## config.mk

```make
export PLATFORM = sky130hd
export DESIGN_NAME = inst_loader_flat
export DESIGN_NICKNAME = d
export VERILOG_FILES = /design/src/rtl/inst_loader_pkg.sv /design/src/rtl/inst_loader_if.sv /design/src/rtl/inst_loader.sv /design/src/flat_wrapper.sv
export SDC_FILE = /design/constraint.sdc
export NUM_CORES = 1
export LEC_CHECK = 0
export ABC_AREA = 1
export BUFFER_PORTS_ARGS = -buffer_cell sky130_fd_sc_hd__buf_2
export CAP_MARGIN = 20
export CORE_MARGIN = 2
export CORE_UTILIZATION = 35
export DETAILED_ROUTE_END_ITERATION = 7
export PLACE_DENSITY = 0.57
export SETUP_SLACK_MARGIN = 0.15
export SLEW_MARGIN = 20
export SYNTH_ARGS = -nofsm -noshare
export SYNTH_HDL_FRONTEND = slang
export SYNTH_SLANG_ARGS = --single-unit
```

## constraint.sdc

```tcl
create_clock -name clk -period 1.7 [get_ports clk]
set_input_delay 0.17 -clock clk [delete_from_list [all_inputs] [get_ports clk]]
set_output_delay 0.17 -clock clk [all_outputs]
set_load 0.05 [all_outputs]
```

## src/rtl/inst_loader_pkg.sv

```systemverilog
// Shared types and stream constants for the instruction-memory loader.
// The stream is LEN_HI, LEN_LO, N x {W_HI, W_LO}, CHK.
package inst_loader_pkg;

    typedef enum logic [2:0] {
        IDLE,
        LEN_HI,
        LEN_LO,
        DATA_HI,
        DATA_LO,
        CHECK,
        DONE,
        ERR
    } state_t;

    localparam int BYTE_W = 8;
    localparam int WORD_W = 16;
    localparam int LEN_W  = 16;
    localparam int LEN_BYTES = 2;

    localparam logic [BYTE_W-1:0] CHK_SEED = '0;

    // States that sit in the byte stream and can consume a byte.
    function automatic logic takes_byte(input state_t s);
        logic r;
        r = 1'b0;
        case (s)
            LEN_HI, LEN_LO, DATA_HI, DATA_LO, CHECK: r = 1'b1;
            default:                                 r = 1'b0;
        endcase
        return r;
    endfunction

    // States from which a new load may be started.
    function automatic logic is_parked(input state_t s);
        logic r;
        r = 1'b0;
        case (s)
            IDLE, DONE, ERR: r = 1'b1;
            default:         r = 1'b0;
        endcase
        return r;
    endfunction

endpackage

```

## src/rtl/inst_loader_if.sv

```systemverilog
// Byte-stream handshake plus instruction-memory write port of the loader.
// master = loader side, slave = byte producer / memory side.
interface inst_loader_if #(
    parameter int ADDR_W = 8
);
    import inst_loader_pkg::*;

    logic                byte_valid;
    logic [BYTE_W-1:0]   byte_data;
    logic                byte_ready;

    logic                mem_we;
    logic [ADDR_W-1:0]   mem_addr;
    logic [WORD_W-1:0]   mem_wdata;

    modport master (
        input  byte_valid,
        input  byte_data,
        output byte_ready,
        output mem_we,
        output mem_addr,
        output mem_wdata
    );

    modport slave (
        output byte_valid,
        output byte_data,
        input  byte_ready,
        input  mem_we,
        input  mem_addr,
        input  mem_wdata
    );

endinterface

```

## src/rtl/inst_loader.sv

```systemverilog
// Fills instruction memory from a length-prefixed, XOR-checksummed byte stream,
// holding the CPU in reset for the whole load.
module inst_loader
    import inst_loader_pkg::*;
#(
    parameter int ADDR_W    = 8,
    parameter int MAX_WORDS = 256
) (
    input  logic              clk,
    input  logic              reset,
    input  logic              load_start,
    inst_loader_if.master     bus,
    output logic              cpu_hold,
    output logic              done,
    output logic              error,
    output logic [ADDR_W:0]   word_count
);

    localparam logic [LEN_W:0] MAX_LEN = (LEN_W+1)'(MAX_WORDS);

    state_t state, next_state;

    logic [BYTE_W-1:0] len_hi;
    logic [LEN_W-1:0]  len;
    logic [BYTE_W-1:0] hi_byte;
    logic [BYTE_W-1:0] chk;

    logic              accept;
    logic              start_ok;
    logic [LEN_W-1:0]  len_new;
    logic              len_zero;
    logic              len_too_big;
    logic [LEN_W:0]    next_count;
    logic              last_word;
    logic              chk_match;

    assign bus.byte_ready = takes_byte(state);
    assign accept         = bus.byte_valid && bus.byte_ready;
    assign start_ok       = load_start && is_parked(state);

    assign len_new     = {len_hi, bus.byte_data};
    assign len_zero    = (len_new == '0);
    assign len_too_big = ({1'b0, len_new} > MAX_LEN);

    // word_count still holds the index of the word being accepted.
    assign next_count = (LEN_W+1)'(word_count) + (LEN_W+1)'(1);
    assign last_word  = (next_count == {1'b0, len});
    assign chk_match  = (bus.byte_data == chk);

    assign done     = (state == DONE);
    assign error    = (state == ERR);
    assign cpu_hold = !(state == IDLE || state == DONE);

    always_ff @(posedge clk) begin
        if (reset) begin
            state <= IDLE;
        end else begin
            state <= next_state;
        end
    end

    always_comb begin
        next_state = state;
        case (state)
            IDLE, DONE, ERR: begin
                if (load_start) next_state = LEN_HI;
            end
            LEN_HI: begin
                if (accept) next_state = LEN_LO;
            end
            LEN_LO: begin
                if (accept) begin
                    if (len_zero)         next_state = CHECK;
                    else if (len_too_big) next_state = ERR;
                    else                  next_state = DATA_HI;
                end
            end
            DATA_HI: begin
                if (accept) next_state = DATA_LO;
            end
            DATA_LO: begin
                if (accept) next_state = last_word ? CHECK : DATA_HI;
            end
            CHECK: begin
                if (accept) next_state = chk_match ? DONE : ERR;
            end
            default: next_state = IDLE;
        endcase
    end

    always_ff @(posedge clk) begin
        if (reset) begin
            len_hi        <= '0;
            len           <= '0;
            hi_byte       <= '0;
            chk           <= CHK_SEED;
            word_count    <= '0;
            bus.mem_we    <= 1'b0;
            bus.mem_addr  <= '0;
            bus.mem_wdata <= '0;
        end else begin
            bus.mem_we <= 1'b0;

            if (start_ok) begin
                word_count <= '0;
                chk        <= CHK_SEED;
            end

            // The checksum byte itself is compared, not folded in.
            if (accept && state != CHECK) begin
                chk <= chk ^ bus.byte_data;
            end

            if (accept) begin
                case (state)
                    LEN_HI:  len_hi  <= bus.byte_data;
                    LEN_LO:  len     <= len_new;
                    DATA_HI: hi_byte <= bus.byte_data;
                    DATA_LO: begin
                        bus.mem_we    <= 1'b1;
                        bus.mem_addr  <= word_count[ADDR_W-1:0];
                        bus.mem_wdata <= {hi_byte, bus.byte_data};
                        word_count    <= word_count + (ADDR_W+1)'(1);
                    end
                    default: ;
                endcase
            end
        end
    end

endmodule

```

## src/flat_wrapper.sv

```systemverilog
// flat-port wrapper written by rule: the top's interface ports become plain ports
module inst_loader_flat import inst_loader_pkg::*;
#(
    parameter int ADDR_W    = 8,
    parameter int MAX_WORDS = 256
)
  (clk, reset, load_start, cpu_hold, done, error, word_count, bus_byte_valid, bus_byte_data, bus_byte_ready, bus_mem_we, bus_mem_addr, bus_mem_wdata);
  inst_loader_if #(.ADDR_W(ADDR_W)) bus_i ();
  input  logic clk;
  input  logic reset;
  input  logic load_start;
  output logic cpu_hold;
  output logic done;
  output logic error;
  output logic [ADDR_W:0] word_count;
  input wire logic [$bits(bus_i.byte_valid)-1:0] bus_byte_valid;
  input wire logic [$bits(bus_i.byte_data)-1:0] bus_byte_data;
  output wire logic [$bits(bus_i.byte_ready)-1:0] bus_byte_ready;
  output wire logic [$bits(bus_i.mem_we)-1:0] bus_mem_we;
  output wire logic [$bits(bus_i.mem_addr)-1:0] bus_mem_addr;
  output wire logic [$bits(bus_i.mem_wdata)-1:0] bus_mem_wdata;
  assign bus_i.byte_valid = bus_byte_valid;
  assign bus_i.byte_data = bus_byte_data;
  assign bus_byte_ready = bus_i.byte_ready;
  assign bus_mem_we = bus_i.mem_we;
  assign bus_mem_addr = bus_i.mem_addr;
  assign bus_mem_wdata = bus_i.mem_wdata;
  inst_loader #(.ADDR_W(ADDR_W), .MAX_WORDS(MAX_WORDS)) u_core (.clk(clk), .reset(reset), .load_start(load_start), .bus(bus_i), .cpu_hold(cpu_hold), .done(done), .error(error), .word_count(word_count));
endmodule
```

# ---- Word-level counts from Yosys, hierarchy flattened
# Cells that the tools add are included.
dict set report word_totals {
  regBits 77
}
dict set report classes {
  add_sub_neg 2
  n_lt_le_gt_ge 1
  n_eq_ne 16
  n_mux 19
  bitwise_logic 2
  reduce_logical 16
}
# operator count
set op_table {}
lappend op_table {{3-bit two-way mux} 9}
lappend op_table {{9-bit two-way mux} 3}
lappend op_table {{3-bit case mux with 6 select lines} 1}
lappend op_table {{17-bit by 16-bit equality test with 1-bit output} 1}
lappend op_table {{16-bit by 9-bit > comparator with 1-bit output (second input constant)} 1}
lappend op_table {{16-bit zero test} 1}
lappend op_table {{8-bit two-way mux} 2}
lappend op_table {{3-bit equality test (second input constant)} 4}
lappend op_table {{9-bit by 1-bit adder with 10-bit output (second input constant)} 1}
lappend op_table {{2-bit by 1-bit inequality test with 1-bit output (second input constant)} 5}
lappend op_table {{9-bit by 1-bit adder with 9-bit output (second input constant)} 1}
lappend op_table {{8-bit equality test} 1}
lappend op_table {{2-bit AND reduction} 4}
lappend op_table {{8-bit XOR} 1}
lappend op_table {{3-bit by 2-bit equality test with 1-bit output (second input constant)} 2}
lappend op_table {{6-bit AND reduction} 1}
lappend op_table {{5-bit OR reduction} 1}
lappend op_table {{1-bit two-way mux} 4}
lappend op_table {{3-bit by 1-bit equality test with 1-bit output (second input constant)} 1}
lappend op_table {{1-bit logical AND} 3}
lappend op_table {{3-bit zero test} 1}
lappend op_table {{3-bit inequality test (second input constant)} 1}
lappend op_table {{3-bit OR reduction} 1}
lappend op_table {{2-bit inequality test (second input constant)} 1}
lappend op_table {{5 further kinds} 5}

# ---- Depth between registers and ports, before layout
dict set report depth {
  word_depth 7
  depth_mapped 14
}

# ---- Worst setup path before layout
# OpenSTA, ideal clock, no wires.
dict set report synth_path {
  kind {flip-flop to flip-flop}
  start {register u_core.word_count[1]}
  end {register u_core.state[1]}
  arrival_ps 1907
  path_slack_ps -340
  path_stages_with_launch 13
  synth_period_minus_slack_ps 2040
  path_cell_list {dfxtp_1 ha_1 nand2_1 nor2_4 nand3_1 nand3_1 nand2_1 nor2_1 nand3_1 nand2_1 nand2_1 nand2_1 a21oi_1}
}
dict set report synth_via {
  elab_chain_len 5
}
# item line_no
set synth_rtl {}
lappend synth_rtl {{start: declaration} inst_loader.sv:16} ;# output logic [ADDR_W:0] word_count
lappend synth_rtl {{start signal: assignment} inst_loader.sv:123} ;# word_count <= word_count + (ADDR_W+1)'(1);
lappend synth_rtl {{9-bit by 1-bit adder with 10-bit output} inst_loader.sv:46} ;# assign next_count = (LEN_W+1)'(word_count) + (LEN_W+1)'(1);
lappend synth_rtl {{17-bit by 16-bit equality test with 1-bit output} inst_loader.sv:47} ;# assign last_word = (next_count == {1'b0, len});
lappend synth_rtl {{3-bit two-way mux (2 in series)} inst_loader.sv:82} ;# if (accept) next_state = last_word ? CHECK : DATA_HI;
lappend synth_rtl {{3-bit case mux with 6 select lines} inst_loader.sv:64} ;# case (state)
lappend synth_rtl {{end signal: assignment} inst_loader.sv:58} ;# state <= next_state;
lappend synth_rtl {{end: declaration} inst_loader.sv:21} ;# state_t state, next_state;
# Every way passes these cells. The select of a mux whose other input is x is not followed.
# A chain may end at the register's enable or synchronous reset.

# ---- Final worst setup path
dict set report layout_path {
  start {register u_core.word_count[0]}
  end {register u_core.state[1]}
}
# The elaborated chain is that of the path after synthesis.

==> results.yml <==
synthesis:
  ys_seq_elements: 77
  syn-cell-area_mm2: 0.00332
  synth_top_flop_cell: "dfxtp_1"
  synth_top_area_cell: "dfxtp_1"
  synthTopCellsByArea: "dfxtp_1 46%, nand2_1 11%, a21oi_1 6.0%"
  avgSynthCellArea_um2: 7.44
  synth_top_area_frac: 0.464
  syn-num-nets: 460
  synth-edff-count: 0
  yosys_warnings: 0
  async_reset_ff_frac: 0
  postSynthCellCount: 447
  synth.distinct_cells: 30
  seq_area_frac_synth: 0.464
floorplan:
  fp.coreArea_mm2: 0.00924
  ios: 50
  start_util: 0.360
  rows: 35
  die_y_um: 101
  die_w_um: 101
  dieArea_mm2: 0.0103
global_route:
  overflow: 0
  grt_use_met3: 0.0462
  busiest_layer: "met2"
  antenna_found_initial: 0
  grt_start_max_net_pins: 34
  use_met1: 0.253
  grt_first_pass_wirelength_mm: 14.4
  grt.total_usage: 0.180
  use_met2: 0.277
  grt_pass1_vias: 2892
drt:
  post_drt_wl_per_cell_um: 14.0
  vias_per_cell: 4.88
  ant_nets: 0
  drc: 0
  wl_mm: 9.02
  drt_first_pass_iters: 4
  vias: 3151
  first_iter_violations: 150
cells_and_area:
  layout_common_cells: "90 x nand2_1, 66 x dfxtp_1, 46 x buf_2, 40 x a21oi_1, 40 x o21ai_0"
  n_antenna_cell: 0
  syn_to_final_growth_pct: 24.5
  nets: 525
  layout_commonest_cell: "nand2_1"
  seq_area_mm2: 0.00157
  fill_cells: 936
  drive_above_1_share: 0.282
  stdcell_area_mm2: 0.00414
  multi_input_area_mm2: 0.00158
  final_cells: 646
placed_design:
  placed_cell_area_mm2: 0.00379
  io_buffer_count: 49
  placed_cells: 619
  hpwl_mm: 6.55
  place.gp.congestion: 0.943
clock_network:
  htreeDepth: 3
  root_buffer: "clkbuf_8"
  clockBufferDepth: 2
  postCtsHoldBufs: 0
  cts_tree: "built"
  clock_sinks: 77
  clkSlewWorstSetupHoldPaths_ns: 0.09
  insertion_delay_ns: 0.35
  cts_made_buffers: 9
critical_path:
  cp_top_family: "simple AND/OR/NAND/NOR gates"
  endpoint_kind: "flip-flop"
  cpPeakStageDelay_ns: 0.39
  cp.required_ns: 1.94
  crit_path_start_kind: "flip-flop"
  crit_top_cell: "nand2_1"
  crit_slowest_cell: "dfxtp_4"
  worstSetupPathType: "reg2reg"
  ff2ff_setup_slack_ns: 0.04
  arrival_ns: 1.90
  crit_chain: "ha_4 > nand3_2 > o21ai_1 > nand2_1 > nand2_1 > nand2_1 > nor2_2 > nand3_1 > nand2_1 > nand2_1 > nand2_1 > a21oi_1"
  path_buf_inv: 0
  crit_fanout: 5
timing:
  fin_crit_sh: 0.979
  setup-violations-final: 0
  holdWs_ns: 0.165
  relSlewSlack: 0.687
  report.final.slew_viol_count: 0
  fmax_mhz: 601
  skew_ns: 0.0107
  worst_pin_slew_ns: 0.466
  hold_violations: 0
  period_minus_slack_ns: 1.66
  rsz0062_at_grt: "yes"
  tns_ns: 0
pwr:
  ir_drop_v: 0.000463
  p_per_area_mw_per_mm2: 905
  p_leak_nw: 1.79
min_path:
  hp-class: "in2reg"
run:
  cap_violations: 0
run_status:
  status: "complete, no violations"
-- routing by layer --
| layer | routed length, µm | up-vias |
|---|---|---|
| li1 | - | 1596 |
| met1 | 4620 | 1450 |
| met2 | 3910 | 101 |
| met3 | 455 | 4 |
| met4 | 40 | 0 |
| met5 | 0 | - |
-- tightest hold or removal path, cell delays in order --
cell and delay [ns]:
buf_2 0.15, inv_1 0.08, o21ai_1 0.06
-- cell usage after synthesis, types with 4 or more instances --
library cell  count
dfxtp_1          77
o21ai_0          40
nand2_1          96
o21ai_1          13
nor3_1            4
a21oi_1          40
nor2_4            7
buf_2             7
o31ai_1           4
inv_1            43
a22o_1            7
nor2_2            4
nand2_2           4
nor2_1           32
xor2_1            7
clkbuf_1          6
nand4_1           6
nand3_1          26
inv_2            11
-- stage by stage --
step	power, mW	worst slack, ns	utilization
final	3.74	0.0357	0.448
after global routing	3.89	-0.0746	0.448
after CTS	3.75	0.0742	0.436
after detailed placement	2.33	0.0115	0.410
after global placement	2.32	0.0102	0.410
after floorplan	2.20	0.111	-
-- layout make-up --
cell class,count,area share
clock inverters,7,0.0178
repair buffers,67,0.0956
repair inverters,2,0.00302
inverters,54,0.0544
multi-input cells,301,0.381
flip-flops and latches,77,0.379
clock buffers,9,0.0299
well taps,129,0.0390
-- registers in the layout (all words and copies together) (netlist names) --
name and flops:
u_core.state 3, u_core.bus.mem_addr 8, u_core.word_count 9, u_core.bus.mem_wdata 16
u_core.chk 8, u_core.bus.mem_we 1, u_core.hi_byte 8, u_core.len 16
u_core.len_hi 8
-- final timing paths --
kind | start | end | cells after the start
min reg2reg | u_core.bus.mem_addr[4] | u_core.bus.mem_addr[4] | 2
max reg2reg | u_core.word_count[0] | u_core.state[1] | 12
max | u_core.word_count[0] | u_core.state[1] | 12
min | bus_byte_data[7] | u_core.bus.mem_wdata[7] | 3
-- repair_timing --
item                       in CTS  in global routing
setup endpoints to repair      25                 54
buffers inserted                3                  6
pin swaps                       6                  4
cloned                          0                  2
gates resized for setup        11                 20
-- cells by family after synthesis --
group | after synthesis | share of synthesized area
AO/OA/AOI/OAI | 110 | 0.181
XOR/XNOR | 8 | 0.0211
adder cells (fa/ha/maj) | 1 | 0.00376
buffers and inverters | 69 | 0.0828
flip-flops | 77 | 0.464
AND/OR/NAND/NOR | 182 | 0.247
-- where the power goes --
| group | switching, mW | leakage [nW] | internal, mW | total [mW] |
|---|---|---|---|---|
| clock network | 0.731 | 0.100 | 0.686 | 1.42 |
| registers | 0.0364 | 0.629 | 1.85 | 1.88 |
| logic | 0.307 | 1.06 | 0.139 | 0.446 |
Power figures use the tool's default switching activity.
